## config.mk

```make
export PLATFORM = sky130hd
export DESIGN_NAME = pacman_mover
export DESIGN_NICKNAME = d
export VERILOG_FILES = /design/src/rtl/pacman_mover.sv
export SDC_FILE = /design/constraint.sdc
export NUM_CORES = 1
export LEC_CHECK = 0
export CAP_MARGIN = 5
export CELL_PAD_IN_SITES_DETAIL_PLACEMENT = 1
export CELL_PAD_IN_SITES_GLOBAL_PLACEMENT = 2
export CORE_ASPECT_RATIO = 1.1
export CORE_MARGIN = 2
export CORE_UTILIZATION = 31
export DETAILED_ROUTE_END_ITERATION = 10
export PLACE_DENSITY = 0.81
export RECOVER_POWER = 50
export SYNTH_ARGS = -nofsm -noshare
export SYNTH_HDL_FRONTEND = slang
export SYNTH_SLANG_ARGS = --single-unit
```

## constraint.sdc

```tcl
create_clock -name CLOCK_50 -period 4.1 [get_ports CLOCK_50]
set_clock_uncertainty 0.2 [all_clocks]
set_input_delay 0.82 -clock CLOCK_50 [delete_from_list [all_inputs] [get_ports CLOCK_50]]
set_output_delay 0.82 -clock CLOCK_50 [all_outputs]
set_load 0.01 [all_outputs]
```

## src/rtl/pacman_mover.sv

```systemverilog
// Pac-Man movement stage: proposes the next tile, waits for the collision verdict, then commits, refuses or respawns.
// Optional macro PACMAN_TUNNEL_WRAP_EN makes steps off a map edge wrap to the opposite edge.
module pacman_mover #(
  parameter int TICK_CYCLES = 5000000,
  parameter int WAIT_CYCLES = 4,
  parameter int MAP_W       = 40,
  parameter int MAP_H       = 30,
  parameter int START_X     = 20,
  parameter int START_Y     = 22
) (
  input  logic       CLOCK_50,
  input  logic       reset,
  input  logic [1:0] dir_req,
  input  logic       dir_valid,
  input  logic [3:0] collision_type,
  output logic [5:0] next_pacman_x,
  output logic [4:0] next_pacman_y,
  output logic [5:0] pacman_x,
  output logic [4:0] pacman_y,
  output logic       move_done,
  output logic       caught
);
  localparam int TW = $clog2(TICK_CYCLES + 1);
  localparam int WW = $clog2(WAIT_CYCLES + 1);
  localparam logic [TW-1:0] TICK_LAST = TW'(TICK_CYCLES - 1);
  localparam logic [WW-1:0] WAIT_LAST = WW'(WAIT_CYCLES - 1);
  localparam logic signed [6:0] MW = 7'(MAP_W);
  localparam logic signed [6:0] MH = 7'(MAP_H);
  localparam logic [5:0] SX = 6'(START_X);
  localparam logic [4:0] SY = 5'(START_Y);
  localparam logic [3:0] C_NONE = 4'd0;
  localparam logic [3:0] C_WALL = 4'd1;

  typedef enum logic [1:0] {S_IDLE, S_PROPOSE, S_DECIDE} state_t;

  state_t          state_q;
  logic [TW-1:0]   tick_q;
  logic [WW-1:0]   wait_q;
  logic [3:0]      cap_q;
  logic            try_sel_q;
  logic [1:0]      try_dir_q, cur_dir_q, want_dir_q;
  logic            cur_valid_q, want_valid_q;
  logic [5:0]      x_q, nx_q;
  logic [4:0]      y_q, ny_q;
  logic            move_done_q, caught_q;

  logic            tick_wrap, is_ghost, launch_d, cand_ok_d;
  logic [1:0]      sel_dir_d;
  logic signed [6:0] sx_d, sy_d;

  assign tick_wrap = (tick_q == TICK_LAST);
  assign is_ghost  = (cap_q inside {4'd4, 4'd5, 4'd8, 4'd9});
  assign sel_dir_d = (state_q == S_IDLE && want_valid_q) ? want_dir_q : cur_dir_q;

  // A new attempt starts on an idle tick, or as the fallback after the buffered request hit a wall.
  assign launch_d = (state_q == S_IDLE && tick_wrap && (want_valid_q || cur_valid_q)) ||
                    (state_q == S_DECIDE && cap_q == C_WALL && !try_sel_q && cur_valid_q);

  always_comb begin
    sx_d      = {1'b0, x_q};
    sy_d      = {2'b00, y_q};
    cand_ok_d = 1'b1;
    case (sel_dir_d)
      2'b00:   sy_d = sy_d - 7'sd1;
      2'b01:   sy_d = sy_d + 7'sd1;
      2'b10:   sx_d = sx_d - 7'sd1;
      default: sx_d = sx_d + 7'sd1;
    endcase
`ifdef PACMAN_TUNNEL_WRAP_EN
    if (sx_d < 7'sd0)    sx_d = MW - 7'sd1;
    else if (sx_d >= MW) sx_d = 7'sd0;
    if (sy_d < 7'sd0)    sy_d = MH - 7'sd1;
    else if (sy_d >= MH) sy_d = 7'sd0;
`else
    if (sx_d < 7'sd0 || sx_d >= MW || sy_d < 7'sd0 || sy_d >= MH) cand_ok_d = 1'b0;
`endif
  end

  always_ff @(posedge CLOCK_50) begin
    if (reset) begin
      state_q      <= S_IDLE;
      tick_q       <= '0;
      wait_q       <= '0;
      cap_q        <= C_NONE;
      try_sel_q    <= 1'b0;
      try_dir_q    <= 2'b00;
      cur_dir_q    <= 2'b00;
      cur_valid_q  <= 1'b0;
      want_dir_q   <= 2'b00;
      want_valid_q <= 1'b0;
      x_q          <= SX;
      y_q          <= SY;
      nx_q         <= SX;
      ny_q         <= SY;
      move_done_q  <= 1'b0;
      caught_q     <= 1'b0;
    end else begin
      move_done_q <= 1'b0;
      caught_q    <= 1'b0;
      tick_q      <= tick_wrap ? '0 : tick_q + TW'(1);
      case (state_q)
        S_PROPOSE: begin
          if (cap_q == C_NONE) cap_q <= collision_type;
          if (wait_q == WAIT_LAST) state_q <= S_DECIDE;
          wait_q <= wait_q + WW'(1);
        end
        S_DECIDE: begin
          state_q <= S_IDLE;
          if (is_ghost) begin
            x_q          <= SX;
            y_q          <= SY;
            nx_q         <= SX;
            ny_q         <= SY;
            cur_valid_q  <= 1'b0;
            want_valid_q <= 1'b0;
            caught_q     <= 1'b1;
          end else if (cap_q != C_WALL) begin
            x_q         <= nx_q;
            y_q         <= ny_q;
            move_done_q <= 1'b1;
            cur_dir_q   <= try_dir_q;
            cur_valid_q <= 1'b1;
            if (!try_sel_q) want_valid_q <= 1'b0;
          end else begin
            nx_q <= x_q;
            ny_q <= y_q;
          end
        end
        default: ;
      endcase
      // Off-map candidates skip the window and are judged as walls straight away.
      if (launch_d) begin
        try_sel_q <= (state_q == S_DECIDE) || !want_valid_q;
        try_dir_q <= sel_dir_d;
        wait_q    <= '0;
        if (cand_ok_d) begin
          state_q <= S_PROPOSE;
          cap_q   <= C_NONE;
          nx_q    <= sx_d[5:0];
          ny_q    <= sy_d[4:0];
        end else begin
          state_q <= S_DECIDE;
          cap_q   <= C_WALL;
          nx_q    <= x_q;
          ny_q    <= y_q;
        end
      end
      if (dir_valid) begin
        want_dir_q   <= dir_req;
        want_valid_q <= 1'b1;
      end
    end
  end

  assign next_pacman_x = nx_q;
  assign next_pacman_y = ny_q;
  assign pacman_x      = x_q;
  assign pacman_y      = y_q;
  assign move_done     = move_done_q;
  assign caught        = caught_q;
endmodule

```

==> summary.md <==
| Metric | Value |
|---|---|
| DRC | `0` |
| Clk root buf | `clkbuf_16` |
| Leak Pwr | `1.53 nW` |
| Period utilization | `93.5%` |
| FF+latch count, synth | `65` |
| Count of vias placed by the detailed router | `roughly 3,300` |
| Final Max Tran Viols | `32` |
| Arr. time, crit path | `3.85 ns` |
| Flop pwr share | `44.1%` |
| Hold Buf Count CTS | `0` |
| DRT Pass-1 Iters | `4` |
| Diode count | `0` |
| Slew @ Worst Pin | `1.51 ns` |
| Initial drt markers | `97` |
| CTS Buf Count | `9` |
| Syn nets | `453` |
| Core footprint | `11,400 µm²` |
| Worst-path clk slew | `0.05 ns` |
| Largest net degree at the start of global routing | `33` |
| H-tree levels | `3` |
| Gr ovfl total | `0` |
| Placed cell count | `603` |
| Slew HR | `-0.390%` |
| RePlAce Congestion | `0.832` |
| Crit path from | `want_valid_q` |
| Final Util | `38.1%` |
| FF-to-FF setup slack | `0.27 ns` |
| Synth cell types | `71` |
| WL final | `between 10,000 and 15,000 µm` |
| Maxcap violations | `1` |
| Critical path class | `flip-flop to flip-flop` |
| Die Ht | `117 µm` |
| Ys Warns | `0` |
| Row cnt | `41` |
| Internal power | `about 1.1 mW` |
| Drt wl/cell | `17.3 µm` |
| # IOs | `33` |
| Die Width | `107 µm` |
| Final setup TNS | `0 ns` |
| CTS tree | `yes` |
| Post-synth EDFFs | `0` |
| Most used flip-flop cell after synthesis | `dfxtp_1` |
| Worst Reg-to-Reg Cells | `12` |
| R2r endpoint | `next_pacman_x[2]` |
| Post-DRT Antenna Nets | `0` |
| All-Layer GR Usage | `18.3%` |
| Commonest non-fill, non-tap cells in the layout | `65 x dfxtp_1, 54 x nor2_1, 33 x nand2_1` |
| Synthesized area | `3600 µm²` |
| Antenna violations before repair | `0` |
| Vias in the first global route | `3,405` |
| Starting Density | `31.6%` |
| Layout cell share with drive strength beyond 1 | `8.53%` |
| Net Sw Frac | `roughly a fifth` |
| Async SR Flop Fraction | `0%` |
| Die ar. | `12,500 µm²` |
| Final HPWL DP | `7630 µm` |
| Power per Cell Area | `335 nW/µm²` |
| Worst skew pair latency | `0.33 ns` |
| CTS sink cnt | `65` |
| Post-DR vias/cell | `~5.3` |
| Critical path endpoint category | `flip-flop` |
| Worst setup path endpoint | `next_pacman_x[2]` |
| Setup violation total in the final timing report | `0` |
| Peak supply drop | `0.000228 V` |
| Worst hold start | `tick_q[0]` |
| Reg-to-reg startpoint | `want_valid_q` |
| Commonest non-fill, non-tap cell in the layout | `dfxtp_1` |
| Fmax | `261 MHz` |
| RSZ-0062 raised after global routing | `false` |
| Power Total | `1.46 mW` |
| Max clock buf depth | `2` |
| Hold Vio Cnt, Final | `0` |
| Worst Hold Slack | `roughly 0.26 ns` |
| Synthesized area per cell | `8.21 µm²` |
| Comb pwr share | `between 3 and 4%` |
| Crit path max fanout | `7` |
| Crit path required time | `4.12 ns` |
| Final period demand of the worst path | `3.83 ns` |
| Area delta synth->final | `20.7%` |
| Status | `finished with violations` |
| Switching pwr | `0.311 mW` |
| Sequential-to-total area share from yosys stat | `36.2%` |
| Port Buffers | `32` |
| Finished Layout Cells | `619` |
| First-pass GRT wire length | `17,700 µm` |
| Worst Setup Start Kind | `flip-flop` |
| Post-Syn Instances | `between 400 and 500` |
| Layout Nets | `479` |
| Failing checks | `max-capacitance violations, max-slew violations` |
| Clock network power share | `52.3%` |
| Worst min path class | `flip-flop to flip-flop` |
==> per-stage QoR <==
step,setup WS (ns),cell area (µm²)
after floorplan,0.282,3600
after global placement,0.343,4050
after detailed placement,0.257,4050
after CTS,0.231,4340
after global routing,0.0270,4340
final,0.268,4340
==> power by group through the flow <==
stage / Clock (mW) / Sequential [mW] / Combinational, mW
floorplan: 0 / 0.653 / 0.0360
global placement: 0 / 0.654 / 0.0534
detailed placement: 0 / 0.655 / 0.0545
CTS: 0.781 / 0.641 / 0.0548
global route: 0.811 / 0.642 / 0.0589
finish: 0.760 / 0.641 / 0.0533
==> Yosys cell counts (all sizes together) (9+ instances only) <==
cell type	number	area (µm²)
inv	11	41.3
nand3	28	140
xor2	10	87.6
buf	9	62.6
clkbuf	18	67.6
nor2	55	214
o21ai	20	100
or3	9	61.3
a21oi	33	184
nor3	15	75.1
dfxtp	65	1300
nand2	33	124
xnor2	18	158
mux2i	10	116
a211oi	11	97.6
==> how the worst min path moves through the flow <==
stage                              end  slack, ns  cells past startpoint
after floorplan              tick_q[0]       0.23                      1
after global placement       tick_q[0]       0.24                      1
after detailed placement     tick_q[0]       0.25                      1
after CTS                    tick_q[0]       0.26                      1
after global routing      cur_dir_q[1]       0.29                      2
final                        tick_q[0]       0.26                      1
==> timing repair <==
item / 4_1_cts / 5_1_grt
gates resized for setup: 0 / 1
buffers inserted: 0 / 0
endpoints found under the setup margin: 0 / 2
==> logic make-up (layout without fill, tap and decap cells) <==
group           Yosys count  count (layout)  share of synthesized area (%)
compound gates          101             101                           19.7
xor+xnor                 28              28                           6.82
fa+ha+maj                 6               6                           2.09
buf+inv                  38              69                           4.76
flops                    65              65                           36.2
mux                      12              12                           3.97
simple gates            188             188                           26.5
==> flip-flops by register name, indices dropped and copies added (netlist names), 3 cells and up <==
register	flops
wait_q	3
cap_q	4
tick_q	23
pacman_x	6
pacman_y	5
next_pacman_y	5
next_pacman_x	6
==> routing by layer <==
| layer | GRT usage [%] | routed length (µm) |
|---|---|---|
| met2 | 30.5 | 5170 |
| met1 | 23.6 | 4970 |
| met5 | 0 | 0 |
| met3 | 3.43 | 346 |
| met4 | 6.93 | 204 |
==> final cells by class <==
type / count / area (µm²)
inverters: 11 / 41.3
well taps: 150 / 188
fillers: 1387 / 7050
multi-input cells: 335 / 2130
clock inverters: 3 / 40.0
flip-flops and latches: 65 / 1300
clock buffers: 13 / 250
repair buffers: 42 / 392
==> worst max-delay path, stage by stage (launching register included) <==
cell	delay, ns
dfxtp_1	0.42
or3b_1	0.42
mux2i_2	0.30
xor2_1	0.12
ha_1	0.21
or3_1	0.36
a21oi_2	0.26
nor2_4	0.06
nor4_1	0.27
o21ai_1	0.21
and2_1	0.27
or4b_1	0.50
o311a_1	0.12
Power figures use the tool's default switching activity.
